**src/rtl/nn_pkg.sv**
```systemverilog
// Shared types and fixed-point helpers for the neuron datapath.
package nn_pkg;

  localparam int unsigned DATA_W    = 16;
  localparam int unsigned FRAC_BITS = 12;

  typedef enum logic [2:0] {StIdle, StAccum, StDrain, StBias, StOut} state_t;

  // Clamp a wide signed value into the signed DATA_W range.
  function automatic logic [DATA_W-1:0] sat_dw(input logic signed [63:0] x);
    logic signed [63:0] hi, lo;
    hi = (64'sd1 <<< (DATA_W - 1)) - 64'sd1;
    lo = -(64'sd1 <<< (DATA_W - 1));
    if (x > hi) return hi[DATA_W-1:0];
    if (x < lo) return lo[DATA_W-1:0];
    return x[DATA_W-1:0];
  endfunction

endpackage

```
**src/rtl/mac_pipe.sv**
```systemverilog
// Two-stage multiply / accumulate pipeline with per-stage valid bits.
module mac_pipe import nn_pkg::*; #(
  parameter int unsigned ACC_W = 2 * DATA_W + 1
) (
  input  logic                    clk,
  input  logic                    rst,
  input  logic                    en,
  input  logic                    clr,
  input  logic [DATA_W-1:0]       in_data,
  input  logic [DATA_W-1:0]       w_rdata,
  output logic signed [ACC_W-1:0] acc,
  output logic                    busy
);

  logic signed [DATA_W-1:0]   in_q;
  logic                       in_vld_q;
  logic signed [2*DATA_W-1:0] prod_q;
  logic                       prod_vld_q;
  logic signed [ACC_W-1:0]    acc_q;

  always_ff @(posedge clk) begin
    if (rst) begin
      in_q       <= '0;
      in_vld_q   <= 1'b0;
      prod_q     <= '0;
      prod_vld_q <= 1'b0;
      acc_q      <= '0;
    end else begin
      in_vld_q <= en;
      if (en) in_q <= $signed(in_data);
      // Weight arrives one cycle after the read, aligned with the registered input.
      prod_vld_q <= in_vld_q;
      if (in_vld_q) prod_q <= in_q * $signed(w_rdata);
      if (clr) begin
        acc_q <= '0;
      end else if (prod_vld_q) begin
        acc_q <= acc_q + ACC_W'(prod_q);
      end
    end
  end

  assign acc  = acc_q;
  assign busy = in_vld_q | prod_vld_q;

endmodule

```
**src/rtl/neuron_seq_ctrl.sv**
```systemverilog
// Frame sequencer for one fully connected neuron: drives weight reads, MAC and bias/saturate.
module neuron_seq_ctrl import nn_pkg::*; #(
  parameter int unsigned NUM_WEIGHT = 30,
  parameter int unsigned ADDR_W     = (NUM_WEIGHT > 1) ? $clog2(NUM_WEIGHT) : 1
) (
  input  logic              clk,
  input  logic              rst,
  input  logic              in_valid,
  input  logic [DATA_W-1:0] in_data,
  output logic              in_ready,
  input  logic [DATA_W-1:0] bias,
  output logic              w_ren,
  output logic [ADDR_W-1:0] w_radd,
  input  logic [DATA_W-1:0] w_rdata,
  output logic              out_valid,
  output logic [DATA_W-1:0] out_data,
  output logic              busy
);

  localparam int unsigned     AccW    = 2 * DATA_W + ADDR_W;
  localparam logic [ADDR_W-1:0] LastIdx = ADDR_W'(NUM_WEIGHT - 1);

  state_t              state_q, state_d;
  logic [ADDR_W-1:0]   idx_q, idx_d;
  logic                drain_q, drain_d;
  logic                out_valid_q, out_valid_d;
  logic [DATA_W-1:0]   out_data_q, out_data_d;
  logic                acc_en, acc_clr, pipe_busy;
  logic signed [AccW-1:0] acc, biased;

  assign in_ready = (state_q == StIdle) || (state_q == StAccum);
  assign acc_en   = in_valid & in_ready;
  assign w_ren    = acc_en;
  assign w_radd   = idx_q;
  assign biased   = acc + (AccW'($signed(bias)) <<< FRAC_BITS);

  always_comb begin
    state_d     = state_q;
    idx_d       = idx_q;
    drain_d     = 1'b0;
    acc_clr     = 1'b0;
    out_valid_d = 1'b0;
    out_data_d  = out_data_q;
    unique case (state_q)
      StIdle, StAccum: begin
        if (acc_en) begin
          if (idx_q == LastIdx) begin
            idx_d   = '0;
            state_d = StDrain;
          end else begin
            idx_d   = idx_q + 1'b1;
            state_d = StAccum;
          end
        end
      end
      // Two cycles lets the last product reach the accumulator.
      StDrain: begin
        drain_d = ~drain_q;
        if (drain_q) state_d = StBias;
      end
      StBias: begin
        out_data_d  = sat_dw(64'(biased >>> FRAC_BITS));
        out_valid_d = 1'b1;
        state_d     = StOut;
      end
      StOut: begin
        acc_clr = 1'b1;
        state_d = StIdle;
      end
      default: state_d = StIdle;
    endcase
  end

  always_ff @(posedge clk) begin
    if (rst) begin
      state_q     <= StIdle;
      idx_q       <= '0;
      drain_q     <= 1'b0;
      out_valid_q <= 1'b0;
      out_data_q  <= '0;
    end else begin
      state_q     <= state_d;
      idx_q       <= idx_d;
      drain_q     <= drain_d;
      out_valid_q <= out_valid_d;
      out_data_q  <= out_data_d;
    end
  end

  mac_pipe #(
    .ACC_W(AccW)
  ) u_mac (
    .clk    (clk),
    .rst    (rst),
    .en     (acc_en),
    .clr    (acc_clr),
    .in_data(in_data),
    .w_rdata(w_rdata),
    .acc    (acc),
    .busy   (pipe_busy)
  );

  assign out_valid = out_valid_q;
  assign out_data  = out_data_q;
  assign busy      = (state_q != StIdle) | pipe_busy;

endmodule
```
**config.mk**
```make
export PLATFORM = sky130hd
export DESIGN_NAME = neuron_seq_ctrl
export DESIGN_NICKNAME = d
export VERILOG_FILES = /design/src/rtl/nn_pkg.sv /design/src/rtl/mac_pipe.sv /design/src/rtl/neuron_seq_ctrl.sv
export SDC_FILE = /design/constraint.sdc
export NUM_CORES = 1
export LEC_CHECK = 0
export BUFFER_PORTS_ARGS = -buffer_cell sky130_fd_sc_hd__buf_2
export CORE_AREA = 2 2 231 256
export CTS_CLUSTER_DIAMETER = 100
export DETAILED_ROUTE_END_ITERATION = 8
export DIE_AREA = 0 0 233 258
export PLACE_DENSITY = 0.56
export SLEW_MARGIN = 0
export SYNTH_ARGS = -nofsm -noshare
export SYNTH_HDL_FRONTEND = slang
export SYNTH_SLANG_ARGS = --single-unit
```
**constraint.sdc**
```tcl
create_clock -name clk -period 6.85 [get_ports clk]
set_input_delay 1.0275 -clock clk [delete_from_list [all_inputs] [get_ports clk]]
set_output_delay 1.0275 -clock clk [all_outputs]
set_load 0.02 [all_outputs]
```
# == Yosys cells after proc, flatten, opt, wreduce, memory -nomap -nowiden ==
# Index checks and enable logic that the tools add are counted.
# word_totals
register_bits,113
latchBits,0
ramBits,0
mem_bits_ro,0
output_inout_bits,25
wordCells,52
n_memories,0
# op_classes
add_sub_neg,3
multipliers,1
n_div,0
n_lt_le_gt_ge,2
eq_ne,7
n_shift,0
n_mux,16
n_bitwise,5
reduce_logical,8
# ops
op,count
2-to-1 mux 16 bit,4
adder 37 x 28 -> 37 bit,1
adder 37 x 32 -> 37 bit,1
multiplier 16 x 16 -> 32 bit,1
> comparator 25 x 16 -> 1 bit (second input constant),1
less-than comparator 25 x 16 -> 1 bit (second input constant),1
one-hot mux 3 bit (3 select lines),1
2-to-1 mux 1 bit,7
== test 3 x 2 -> 1 bit (second input constant),2
2-to-1 mux 3 bit,2
OR reduction 2 bit,3
adder 5 x 1 -> 5 bit (second input constant),1
== test 5 bit (second input constant),1
2-to-1 mux 5 bit,1
AND reduction 2 bit,2
== test 3 x 1 -> 1 bit (second input constant),1
== test 3 bit (second input constant),1
zero test 3 bit,1
nonzero test 3 bit,1
2-to-1 mux 2 bit,1
!= test 2 x 1 -> 1 bit (second input constant),1
!= test 2 bit (second input constant),1
NOT 1 bit,2
OR 1 bit,2
2 further kinds,2

# == Longest topological paths before layout ==
# Gate-level depths: netlist of run 1.
# logic_depth
ltp_word,8
ltp_mapped,26

# == Hierarchy ==
# Synthesis of run 1 repeated with hierarchy kept, for this count alone.
# unflattened
hier_cells,1989
area_unflattened_um2,17399.2
# by_module_without_submodules
mod,instances,cells_each,area_per_inst_um2
mac_pipe,1,1671,14826.7
neuron_seq_ctrl,1,318,2572.5

# == Least setup slack after synthesis of run 1 ==
# Ideal clock, no wire load.
# synth_path
path_type,input to register
from,in w_rdata[5]
to,reg u_mac.prod_q[30]
t_arrival_ns,7.079
path_slack_ns,-0.292
path_stages,21
path_cell_list,clkbuf_1 -> nand2_1 -> fa_1 -> inv_1 -> fa_1 -> fa_1 -> fa_1 -> fa_1 -> inv_1 -> fa_1 -> inv_1 -> ha_1 -> nand4_1 -> nor2_1 -> and3_1 -> a31o_2 -> o311ai_0 -> a21boi_0 -> o21ai_0 -> or4b_2 -> nand3_1
# synth_between
elab_chain_len,1
# synth_lines
element,line_no,rtl
from (decl),neuron_seq_ctrl.sv:14,"input logic [DATA_W-1:0] w_rdata,"
multiplier 16 x 16 -> 32 bit,mac_pipe.sv:33,if (in_vld_q) prod_q <= in_q * $signed(w_rdata);
to (signal assigned),mac_pipe.sv:33,
to (decl),mac_pipe.sv:17,logic signed [2*DATA_W-1:0] prod_q;
# No other way between the ends.
# A chain may end at the register's enable or synchronous reset.

# == Worst setup path in the final report of run 1 ==
# layout_path
from,in w_rdata[3]
to,reg u_mac.prod_q[31]
# The elaborated chain is that of the path after synthesis.

==> results by group, run 1 <==
CTS
  • Clock latency on the worst-skew pair: 0.43 ns
  • Post-CTS Hold Fix Bufs: 0
  • Root Driver: clkbuf_16
  • # H-tree levels: 4
  • Clk buf depth: 2
  • Clock sink total: 113
  • Number of clock buffers inserted by TritonCTS: 17
  • TritonCTS clock tree: done
  • Clock Pin Slew Worst Setup and Hold Paths: 0.06 ns

Layout
  • Count of filler cells inserted in the layout: between 5k and 6k
  • Area growth from synthesis to layout: 15.61%
  • Fraction of final layout cells sized beyond drive strength 1: 12.09%
  • Area used by sequential logic in the layout: about 2300 um^2
  • Area of combinational cells with multiple inputs: about 13000 um^2
  • Antenna diode count: 0
  • Count of nets after finishing: approximately 2.6k
  • Post-Route Utilization: between 30% and 40%

Yosys
  • Main area contributors after synthesis: fa_1 (31%), dfxtp_1 (13%), ha_1 (11%)
  • Cell type with the highest aggregate area in the netlist: fa_1
  • Synth Flop Type: dfxtp_1
  • Register area share after synthesis: between 10% and 20%
  • Share of the synthesized area in the top cell type: slightly above 30%
  • Ys async rst share: 0%
  • Syn. warnings: 0
  • Gate count after technology mapping: a little under 2k
  • Mapped Nets: roughly 2.4k
  • Synth Register Bits: about 110
  • Post-synth EDFFs: 0
  • Post-Synthesis Cell Area: roughly 17000 um^2
  • Post-synthesis cell type count: 73
  • Mean instance size in the synthesized netlist: between 8 and 9 um^2

GRT
  • Vias in the first global route: approximately 14k
  • First-pass GRT wire length: between 70 and 80 mm
  • Initial antenna violation count: 2
  • Pin count of the biggest net entering global routing: 80
  • Global-route congestion overflow total: 0
  • All-Layer GR Usage: ~15%

Drt
  • Overall via count from detail_route: around 13k
  • Vias per std cell: around 4.7
  • Count of antenna-violating nets left after detailed routing: 0
  • Detailed Route Iter0 Violations: ~470
  • Post-Route WL: about 43 mm
  • DR pass1 iterations: 5
  • Wire length per cell: between 10 and 15 um
  • Number of design rule violations left after detail routing: 0

Placement
  • Final Wtd Congestion: 0.8909
  • Pre-CTS setup slack: -0.3884 ns
  • Detailed-placement wirelength estimate: ~36 mm
  • Number of buffer cells added on primary ports: 75

Hold path
  • Kind of path behind the tightest hold check: flop to flop

Die
  • Core region area: 57830 um^2
  • Die X-Extent: roughly 230 um
  • Height of the die: roughly 260 um
  • Initial Util: between 20% and 30%
  • Top-level I/O count: 76
  • Die Outline Area: about 60000 um^2
  • Total number of placement rows: slightly above 90

Setup path
  • Critical path arrival: 6.92 ns
  • Req. time, crit path: a little over 7 ns
  • R2r setup slk: approximately 0.34 ns
  • Critical path launch point type: input port
  • Type of the setup path with the least slack: input port to flop
  • Highest net fanout along the worst path: 9
  • Crit end category: flop

Pwr
  • Leakage component of the power: a little under 10 nW
  • Total power: 5.237 mW
  • Areal power density over the cells: between 200 and 300 nW/um^2
  • Worst vdd rail ir drop: around 0.24 mV

Timing
  • Max-slew violations: 0
  • Final-report setup violation count: 0
  • Final worst clock skew: 0.01196 ns
  • Shortest clock period the worst path allows after layout: 6.574 ns
  • Highest Clock Rate: about 150 MHz
  • RSZ-0062 raised after global routing: false
  • Rel. slew slack: between 30% and 40%
  • Number of failing hold endpoints at the final stage: 0
  • Slack of the critical path: between 0.2 and 0.3 ns
  • Transition at the pin with the smallest max-transition slack: 0.9724 ns
  • Period Utilization, post-route: between 90% and 100%
  • Final hold slack: ~0.44 ns

Outcome
  • Outcome: finished, final reports clean

Job
  • Max-cap viol count: 0
## worst max-delay path: stages
cell	delay (ns)
buf_2	0.17
buf_4	0.16
and2_1	0.17
fa_1	0.51
inv_1	0.06
fa_1	0.54
inv_1	0.05
fa_1	0.48
fa_1	0.50
fa_1	0.49
inv_1	0.05
fa_1	0.47
inv_1	0.04
ha_1	0.28
a21o_1	0.20
a21o_1	0.18
a21o_1	0.18
and3_1	0.17
a21o_1	0.15
a31o_2	0.23
o41ai_1	0.25
buf_4	0.17
o21a_1	0.13
xnor2_1	0.07
a211oi_1	0.21
## worst paths after layout
check        cells after the start     startpoint          endpoint
max                             25     w_rdata[3]  u_mac.prod_q[31]
min                              1        drain_q           drain_q
max reg2reg                     23  u_mac.in_q[9]  u_mac.prod_q[31]
min reg2reg                      1        drain_q           drain_q
## sequential cells by signal (all words and copies together) (netlist names)
signal and flops:
u_mac.in_vld_q 1, w_radd 5, u_mac.in_q 16, u_mac.prod_q 32, drain_q 1, u_mac.acc 37
out_data 16, out_valid 1, state_q 3, u_mac.prod_vld_q 1
## per-stage QoR
step                setup TNS [ns]  cell area [um^2]  cells
floorplan                        0             17090   1959
global placement            -1.179             19060   2837
detailed placement          -1.517             19060   2837
CTS                              0             19700   2868
global route                     0             19740   2870
finish                           0             19740   2870
## repair_timing
action | 4_1_cts | 5_1_grt
setup endpoints to repair | 0 | 4
hold endpoints to repair | 0 | 0
buffers inserted | 0 | 2
gates resized for setup | 0 | 12
## area by class of cell
type	instances	area share, %
Timing Repair Buffer	186	6.731
Inverter	335	6.370
Multi-Input combinational cell	1445	67.37
Clock buffer	22	2.453
Clock inverter	9	0.7796
Sequential cell	113	11.48
Tap cell	760	4.817
## cell usage in the layout, fill, tap and decap left out, types with 47 or more instances in the layout
cell     synthesis  layout
inv_1          335     335
nor2_1         126     125
a21o_1          48      48
ha_1           144     144
o21ai_0         51      47
nand2_1        217     217
dfxtp_1        113     109
a21oi_1         82      82
buf_2            2      72
fa_1           264     262
buf_4            1     103
xnor2_1         55      55
and2_1         124     124
## power breakdown
part	switching [mW]	internal [mW]	leakage (nW)
Combinational	1.82	1.67	8.47
Clock	0.328	0.644	0.308
Sequential	0.0581	0.718	0.920
Total	2.21	3.03	9.70
## Yosys cell counts, drive strengths merged (4+ instances only)
cell    number
dfxtp      113
and4         5
nand2b      26
a211oi      34
nand3       25
and2       124
xnor2       55
fa         264
o21bai       8
a21o        48
inv        335
nor2b       12
nor2       126
buf         11
or2          6
nor3        15
clkbuf      53
or3          8
and3        10
ha         144
o31ai        8
a21oi       82
nand3b       7
mux2i       43
a31oi       11
nand2      217
o21ai       53
a2111o       4
nand4       12
o22ai        4
xor2        23
o21a        15
o211ai       6
## cells by family (layout without fill, tap and decap cells)
family / Yosys count / after routing / synth area share [%]
buf+inv: 401 / 552 / 8.998
mux: 45 / 45 / 2.653
compound gates: 309 / 309 / 12.46
flops: 113 / 113 / 13.25
xor+xnor: 78 / 78 / 4.001
simple gates: 605 / 605 / 17.13
fa+ha+maj: 408 / 408 / 41.50
## per-layer routing
| layer | track usage, % | share of wire, % |
|---|---|---|
| met5 | 0 | 0.061 |
| met3 | 2.131 | 3.7 |
| met4 | 5.219 | 2.9 |
| met1 | 18.51 | 45 |
| met2 | 25.27 | 49 |
Power figures use the tool's default switching activity.
==> run 2, diff against run 1 <==
--- a/config.mk
+++ b/config.mk
@@ -10,7 +10,7 @@
 export CTS_CLUSTER_DIAMETER = 100
 export DETAILED_ROUTE_END_ITERATION = 8
 export DIE_AREA = 0 0 233 258
-export PLACE_DENSITY = 0.56
+export PLACE_DENSITY = 0.54
 export SLEW_MARGIN = 0
 export SYNTH_ARGS = -nofsm -noshare
 export SYNTH_HDL_FRONTEND = slang
==> constraint.sdc (replaced) <==
create_clock -name clk -period 7.3 [get_ports clk]
set_input_delay 1.095 -clock clk [delete_from_list [all_inputs] [get_ports clk]]
set_output_delay 1.095 -clock clk [all_outputs]
set_load 0.02 [all_outputs]
==> run 2 against run 1 <==
Against the previous run: design area decreased by 3.5%; wire length decreased by 3.0%; register-to-register slack improved by 0.11 ns; cell count decreased by 2.3%; critical path depth decreased by 1; via count decreased by 2.8%; utilization decreased by 1.2 points; first-iteration DRC count increased by 22%; worst setup slack improved by 0.16 ns; sequential power decreased by 5.2%; critical path type unchanged; largest power group unchanged.
==> results by group, run 2 (synthesis gave the netlist of run 1 again) <==
Timing
  • Period Utilization, post-route: 94.02%
  • Final-report setup violation count: 0 (unchanged)
  • Transition at the pin with the smallest max-transition slack: 0.9999 ns (+0.02741 ns)
  • Slack of the critical path: 0.4367 ns (+0.1612 ns)
  • Max-slew violations: 0 (unchanged)
  • Shortest clock period the worst path allows after layout: between 6 and 7 ns
  • Number of failing hold endpoints at the final stage: 0 (unchanged)
  • Highest Clock Rate: 145.7 MHz
  • Final worst clock skew: 0.01073 ns (-0.001230 ns)
  • Rel. slew slack: 33.34% (-1.8 points)
  • RSZ-0062 raised after global routing: false

Setup path
  • Cell-by-cell listing of the critical path: buf_2, buf_4, and2_1, fa_1, inv_1, fa_1, fa_1, inv_1, fa_1, fa_1, inv_1, fa_1, inv_1, ha_1, and3_1, and3_1, a211oi_1, o21ai_0, a31o_2, o311ai_0, a21boi_0, o21ai_0, or4b_2, nand3_1
  • Library cell contributing the largest single delay on the critical path: fa_1
  • Highest net fanout along the worst path: 12 (+3)
  • Type of the setup path with the least slack: input port to flop
  • Critical path launch point type: input port
  • Req. time, crit path: 7.62 ns (+0.43 ns)
  • R2R Path Start: u_mac.in_q[12]
  • CP bufs+invs: 6 (-1)
  • Crit path max-delay family: adder cells
  • Depth of the most critical reg-to-reg path: 21 (-8.7%)
  • Delay of the slowest cell on the worst path: 0.52 ns (-0.02 ns)
  • R2r setup slk: 0.45 ns (+0.11 ns)
  • Critical Path Most Common Cell: fa_1
  • Critical path arrival: 7.19 ns (+0.27 ns)
  • End of the worst register-to-register path: u_mac.prod_q[30]
  • Crit end category: flop

Layout
  • Fraction of final layout cells sized beyond drive strength 1: 8.908% (-3.2 points)
  • Area growth from synthesis to layout: 11.56%
  • Leading cell types in the layout, fill and taps excluded: inv_1 (335), fa_1 (263), nand2_1 (217), ha_1 (144), nor2_1 (126)
  • Number of flip-flops in the largest register: 37 (unchanged)
  • Count of nets after finishing: 2489 (-2.7%)
  • Antenna diode count: 0 (unchanged)
  • Final instance area: 19050 um^2 (-3.5%)
  • Most common library cell in the layout ignoring fill and taps: inv_1
  • Non-filler instance count after layout: 2803 (-2.3%)

Placement
  • Placed Instances: 2771 (-2.3%)
  • Detailed-placement wirelength estimate: 34.66 mm (-3.6%)
  • Number of buffer cells added on primary ports: 75 (unchanged)
  • Cell Area, Placed: 18450 um^2 (-3.2%)
  • Pre-CTS setup slack: -0.09570 ns (+0.2927 ns)
  • Final Wtd Congestion: 0.8461 (-5.0%)

Die
  • Die X-Extent: 233 um (unchanged)
  • Die Outline Area: 60110 um^2 (unchanged)
  • Top-level I/O count: 76 (unchanged)
  • Core region area: 57830 um^2 (unchanged)
  • Total number of placement rows: 93 (unchanged)
  • Initial Util: 29.53% (unchanged)
  • Height of the die: 258 um (unchanged)

Drt
  • Detailed Route Iter0 Violations: 568 (+22%)
  • DR pass1 iterations: 5 (unchanged)
  • Number of design rule violations left after detail routing: 0 (unchanged)
  • Vias per std cell: 4.653 (-0.50%)
  • Count of antenna-violating nets left after detailed routing: 0 (unchanged)
  • Wire length per cell: 14.86 um (-0.71%)
  • Post-Route WL: 41.65 mm (-3.0%)
  • Overall via count from detail_route: 13.04k (-2.8%)

GRT
  • Pin count of the biggest net entering global routing: 52 (-35%)
  • Initial antenna violation count: 2 (unchanged)
  • All-Layer GR Usage: 14.18% (-0.45 points)
  • First-pass GRT wire length: 68.99 mm (-2.5%)
  • Vias in the first global route: 13.49k (-4.4%)
  • Global-route congestion overflow total: 0 (unchanged)

CTS
  • Setup Fix Bufs, Post-CTS: 0 (unchanged)
  • Root Driver: clkbuf_16
  • TritonCTS clock tree: done
  • Clock Pin Slew Worst Setup and Hold Paths: 0.06 ns (about the same)
  • # H-tree levels: 4 (unchanged)
  • Clock sink total: 113 (unchanged)
  • Clk buf depth: 2 (unchanged)
  • Post-CTS Hold Fix Bufs: 0 (unchanged)
  • Clock latency on the worst-skew pair: 0.44 ns (about the same)
  • Number of clock buffers inserted by TritonCTS: 17 (unchanged)

Outcome
  • Outcome: finished, final reports clean

Hold path
  • Count of cells along the worst hold path: 1 (unchanged)
  • Startpoint of the tightest hold check path: drain_q
  • Kind of path behind the tightest hold check: flop to flop
  • Hold Path End: drain_q

Pwr
  • Worst vdd rail ir drop: 0.2108 mV (-13%)
  • Areal power density over the cells: 240.5 nW/um^2 (-9.4%)
  • Leakage component of the power: 9.287 nW (-4.2%)
  • Total power: 4.581 mW (-13%)

Job
  • Max-cap viol count: 0 (unchanged)
-- run 2: through the flow --
| step | utilization [%] | TNS (ns) | hold WS, ns |
|---|---|---|---|
| 2_1_floorplan | - | 0 | 0.4014 |
| 3_3_place_gp | 31.90 | 0 | 0.4080 |
| 3_5_place_dp | 31.90 | -0.09570 | 0.4256 |
| 4_1_cts | 32.94 | 0 | 0.4345 |
| 5_1_grt | 32.94 | 0 | 0.4585 |
| 6_report | 32.94 | 0 | 0.4369 |
-- run 2: worst register-to-register path, stage by stage (launching register included) --
cell and delay (ns):
dfxtp_1 0.87, nand2_1 0.20, fa_1 0.57, fa_1 0.52, fa_1 0.52, inv_1 0.05, fa_1 0.49, fa_1 0.49
inv_1 0.05, fa_1 0.48, inv_1 0.04, ha_1 0.28, and3_1 0.19, and3_1 0.18, a211oi_1 0.19, o21ai_0 0.22
a31o_2 0.32, o311ai_0 0.45, a21boi_0 0.20, o21ai_0 0.22, or4b_2 0.16, nand3_1 0.06
-- run 2: worst max-delay path by stage --
stage                        start          endpoint  depth (start not counted)
floorplan               w_rdata[5]  u_mac.prod_q[30]                         21
global route        u_mac.in_q[12]  u_mac.prod_q[30]                         21
CTS                 u_mac.in_q[12]  u_mac.prod_q[30]                         20
detailed placement      w_rdata[5]  u_mac.prod_q[30]                         23
finish                  w_rdata[5]  u_mac.prod_q[30]                         24
global placement        w_rdata[5]  u_mac.prod_q[30]                         21
-- run 2: cell type report --
class,count,area (um^2)
clock inverters,14,157.7
fillers,5988,38780
multi-input cells,1445,13280
inverters,335,1257
flip-flops and latches,113,2265
well taps,760,950.9
repair buffers,118,700.7
clock buffers,18,439.2
-- run 2: power by group --
| group | switching, mW | internal, mW | total, mW |
|---|---|---|---|
| Clock | 0.327 | 0.515 | 0.842 |
| Combinational | 1.63 | 1.37 | 3.00 |
| Sequential | 0.0630 | 0.673 | 0.736 |
| Total | 2.02 | 2.56 | 4.58 |
-- run 2: per-layer routing --
layer | wire length [um] | up-vias | GRT usage, %
met5 | 26 | - | 0
met4 | 504 | 4 | 3.415
met3 | 1083 | 35 | 1.413
met2 | 20000 | 178 | 24.40
met1 | 20030 | 6397 | 19.06
li1 | - | 6429 | -
-- run 2: timing repair --
| action | in CTS | in global routing |
|---|---|---|
| endpoints found under the setup margin | 0 | 1 |
| resized for setup | 0 | 1 |
| hold endpoints to repair | 0 | 0 |
==> run 3, diff against run 2 <==
--- a/config.mk
+++ b/config.mk
@@ -11,6 +11,8 @@
 export DETAILED_ROUTE_END_ITERATION = 8
 export DIE_AREA = 0 0 233 258
 export PLACE_DENSITY = 0.54
+export REMOVE_ABC_BUFFERS = 1
+export SKIP_CTS_REPAIR_TIMING = 1
 export SLEW_MARGIN = 0
 export SYNTH_ARGS = -nofsm -noshare
 export SYNTH_HDL_FRONTEND = slang
==> run 3 against run 2 <==
Against the previous run: first-iteration DRC count decreased by 6.2%; critical path depth decreased by 1; utilization increased by 0.065 points; critical endpoint unchanged; flip-flop and latch count unchanged; wire length about the same; sequential power increased by 0.5%; power decreased by 0.33%; clock-buffer cell count increased by 3; global-route usage increased by 0.27 points.
==> results by group, run 3 (synthesis gave the netlist of run 1 again) <==
Drt
  • Count of antenna-violating nets left after detailed routing: 0 (unchanged)
  • Vias per std cell: 4.700 (+1.0%)
  • Wire length per cell: 14.82 um (-0.22%)
  • Number of design rule violations left after detail routing: 0 (unchanged)
  • Post-Route WL: 41.67 mm (about the same)
  • Overall via count from detail_route: 13.21k (+1.3%)
  • Detailed Route Iter0 Violations: 533 (-6.2%)
  • DR pass1 iterations: 5 (unchanged)

Setup path
  • Delay of the slowest cell on the worst path: 0.54 ns (+0.02 ns)
  • Cell-by-cell listing of the critical path: buf_2, and2_1, fa_1, inv_1, fa_1, fa_1, fa_1, inv_1, fa_1, inv_1, fa_1, inv_1, ha_1, a21o_1, a21o_1, a211oi_1, o21ai_0, a31o_2, o311ai_0, a21boi_0, o21ai_0, or4b_2, nand3_1
  • CP bufs+invs: 5 (-1)
  • End of the worst register-to-register path: u_mac.prod_q[30]
  • Depth of the most critical reg-to-reg path: 22 (+4.8%)
  • R2R Path Start: u_mac.in_q[5]
  • Launch point of the worst path: w_rdata[4]
  • Crit end category: flop
  • Critical Path Most Common Cell: fa_1
  • Critical path launch point type: input port
  • Highest net fanout along the worst path: 16 (+4)
  • Type of the setup path with the least slack: input port to flop
  • R2r setup slk: 0.55 ns (+0.10 ns)
  • Req. time, crit path: 7.65 ns (+0.03 ns)
  • Crit path max-delay family: adder cells
  • Critical path arrival: 7.22 ns (+0.03 ns)
  • Library cell contributing the largest single delay on the critical path: fa_1

Die
  • Top-level I/O count: 76 (unchanged)
  • Die X-Extent: 233 um (unchanged)
  • Initial Util: 29.53% (unchanged)
  • Height of the die: 258 um (unchanged)
  • Core region area: 57830 um^2 (unchanged)
  • Total number of placement rows: 93 (unchanged)
  • Die Outline Area: 60110 um^2 (unchanged)

GRT
  • First-pass GRT wire length: 69.39 mm (+0.57%)
  • Vias in the first global route: 13.71k (+1.7%)
  • Pin count of the biggest net entering global routing: 65 (+25%)
  • Global-route congestion overflow total: 0 (unchanged)
  • Initial antenna violation count: 0 (-2)
  • All-Layer GR Usage: 14.45% (+0.27 points)

CTS
  • TritonCTS clock tree: done
  • # H-tree levels: 4 (unchanged)
  • Clock Pin Slew Worst Setup and Hold Paths: 0.05 ns (about the same)
  • Clk buf depth: 2 (unchanged)
  • Number of clock buffers inserted by TritonCTS: 17 (unchanged)
  • Clock sink total: 113 (unchanged)
  • Root Driver: clkbuf_16
  • Clock latency on the worst-skew pair: 0.47 ns (+0.03 ns)

Placement
  • Final Wtd Congestion: 0.8648 (+2.2%)
  • Detailed-placement wirelength estimate: 34.77 mm (+0.30%)
  • Pre-CTS setup slack: -0.1023 ns (-0.006596 ns)
  • Cell Area, Placed: 18530 um^2 (+0.43%)
  • Number of buffer cells added on primary ports: 75 (unchanged)

Timing
  • Period Utilization, post-route: 94.23% (+0.21 points)
  • RSZ-0062 raised after global routing: false
  • Rel. slew slack: 32.55% (-0.79 points)
  • Highest Clock Rate: 145.4 MHz (-0.22%)
  • Final worst clock skew: 0.01365 ns (+0.002918 ns)
  • Max-slew violations: 0 (unchanged)
  • Shortest clock period the worst path allows after layout: 6.879 ns (+0.01540 ns)
  • Transition at the pin with the smallest max-transition slack: 1.012 ns (+0.01190 ns)
  • Slack of the critical path: 0.4213 ns (-0.01540 ns)
  • Final-report setup violation count: 0 (unchanged)
  • Number of failing hold endpoints at the final stage: 0 (unchanged)

Pwr
  • Worst vdd rail ir drop: 0.2911 mV (+38%)
  • Leakage component of the power: 9.330 nW (+0.47%)
  • Areal power density over the cells: 239.2 nW/um^2 (-0.53%)

Job
  • Max-cap viol count: 0 (unchanged)

Layout
  • Count of filler cells inserted in the layout: 6038 (+0.84%)
  • Count of nets after finishing: 2498 (+0.36%)
  • Leading cell types in the layout, fill and taps excluded: inv_1 (335), fa_1 (264), nand2_1 (217), ha_1 (144), nor2_1 (126)
  • Number of flip-flops in the largest register: 37 (unchanged)
  • Fraction of final layout cells sized beyond drive strength 1: 9.166% (+0.26 points)
  • Area growth from synthesis to layout: 11.78%
  • Most common library cell in the layout ignoring fill and taps: inv_1
  • Antenna diode count: 0 (unchanged)
  • Final instance area: 19090 um^2 (+0.20%)

Hold path
  • Startpoint of the tightest hold check path: drain_q
  • Hold Path End: drain_q
  • Kind of path behind the tightest hold check: flop to flop
  • Count of cells along the worst hold path: 1 (unchanged)

Outcome
  • Outcome: finished, final reports clean
## run 3: cell types whose count changed in the layout (fill, tap and decap cells not counted), sizes merged
cell and change:
buf +9, clkbuf +3, inv -3, clkinv +2, clkinvlp -2, bufinv -1
## run 3: worst max-delay path by stage
stage          slack [ns]               end  cells past startpoint
2_1_floorplan        0.32  u_mac.prod_q[30]                     20
6_report             0.42  u_mac.prod_q[30]                     23
5_1_grt              0.06  u_mac.prod_q[30]                     21
3_3_place_gp         0.01  u_mac.prod_q[30]                     23
3_5_place_dp        -0.10  u_mac.prod_q[30]                     23
4_1_cts              0.42  u_mac.prod_q[30]                     23
## run 3: power breakdown
part           internal (mW)  total (mW)  switching, mW  leakage, nW
registers              0.674       0.740         0.0663        0.920
logic                   1.38        3.01           1.63         8.14
clock network          0.488       0.818          0.330        0.270
total                   2.54        4.57           2.03         9.33
## run 3: area by class of cell
| cell class | count | area, um^2 | share of cell area, % |
|---|---|---|---|
| clock inverter | 10 | 86.33 | 0.4523 |
| clock buffer | 21 | 470.5 | 2.465 |
| timing repair buffer | 127 | 780.7 | 4.090 |
| multi-input combinational | 1445 | 13280 | 69.56 |
| tap | 760 | 950.9 | 4.982 |
| inverter | 335 | 1257 | 6.588 |
| sequential | 113 | 2265 | 11.86 |
## run 3: stage by stage
| step | cells | hold slack (ns) | power (mW) | util, % | setup TNS (ns) |
|---|---|---|---|---|---|
| after floorplan | 1893 | 0.3984 | 2.975 | - | 0 |
| after global placement | 2780 | 0.4102 | 3.738 | 32.04 | 0 |
| after detailed placement | 2780 | 0.4224 | 3.799 | 32.04 | -0.1163 |
| after CTS | 2811 | 0.4301 | 4.651 | 33.00 | 0 |
| after global routing | 2811 | 0.4638 | 5.106 | 33.00 | 0 |
| final | 2811 | 0.4292 | 4.566 | 33.00 | 0 |
## run 3: metal layers
layer	share of wire [%]	global-route usage (%)	wire length, um	up-vias
li1	-	-	-	6452
met1	47	18.55	19450	6535
met2	48	24.66	20060	186
met3	3.1	2.352	1291	40
met4	2.1	4.742	872	0
met5	0	0	0	-
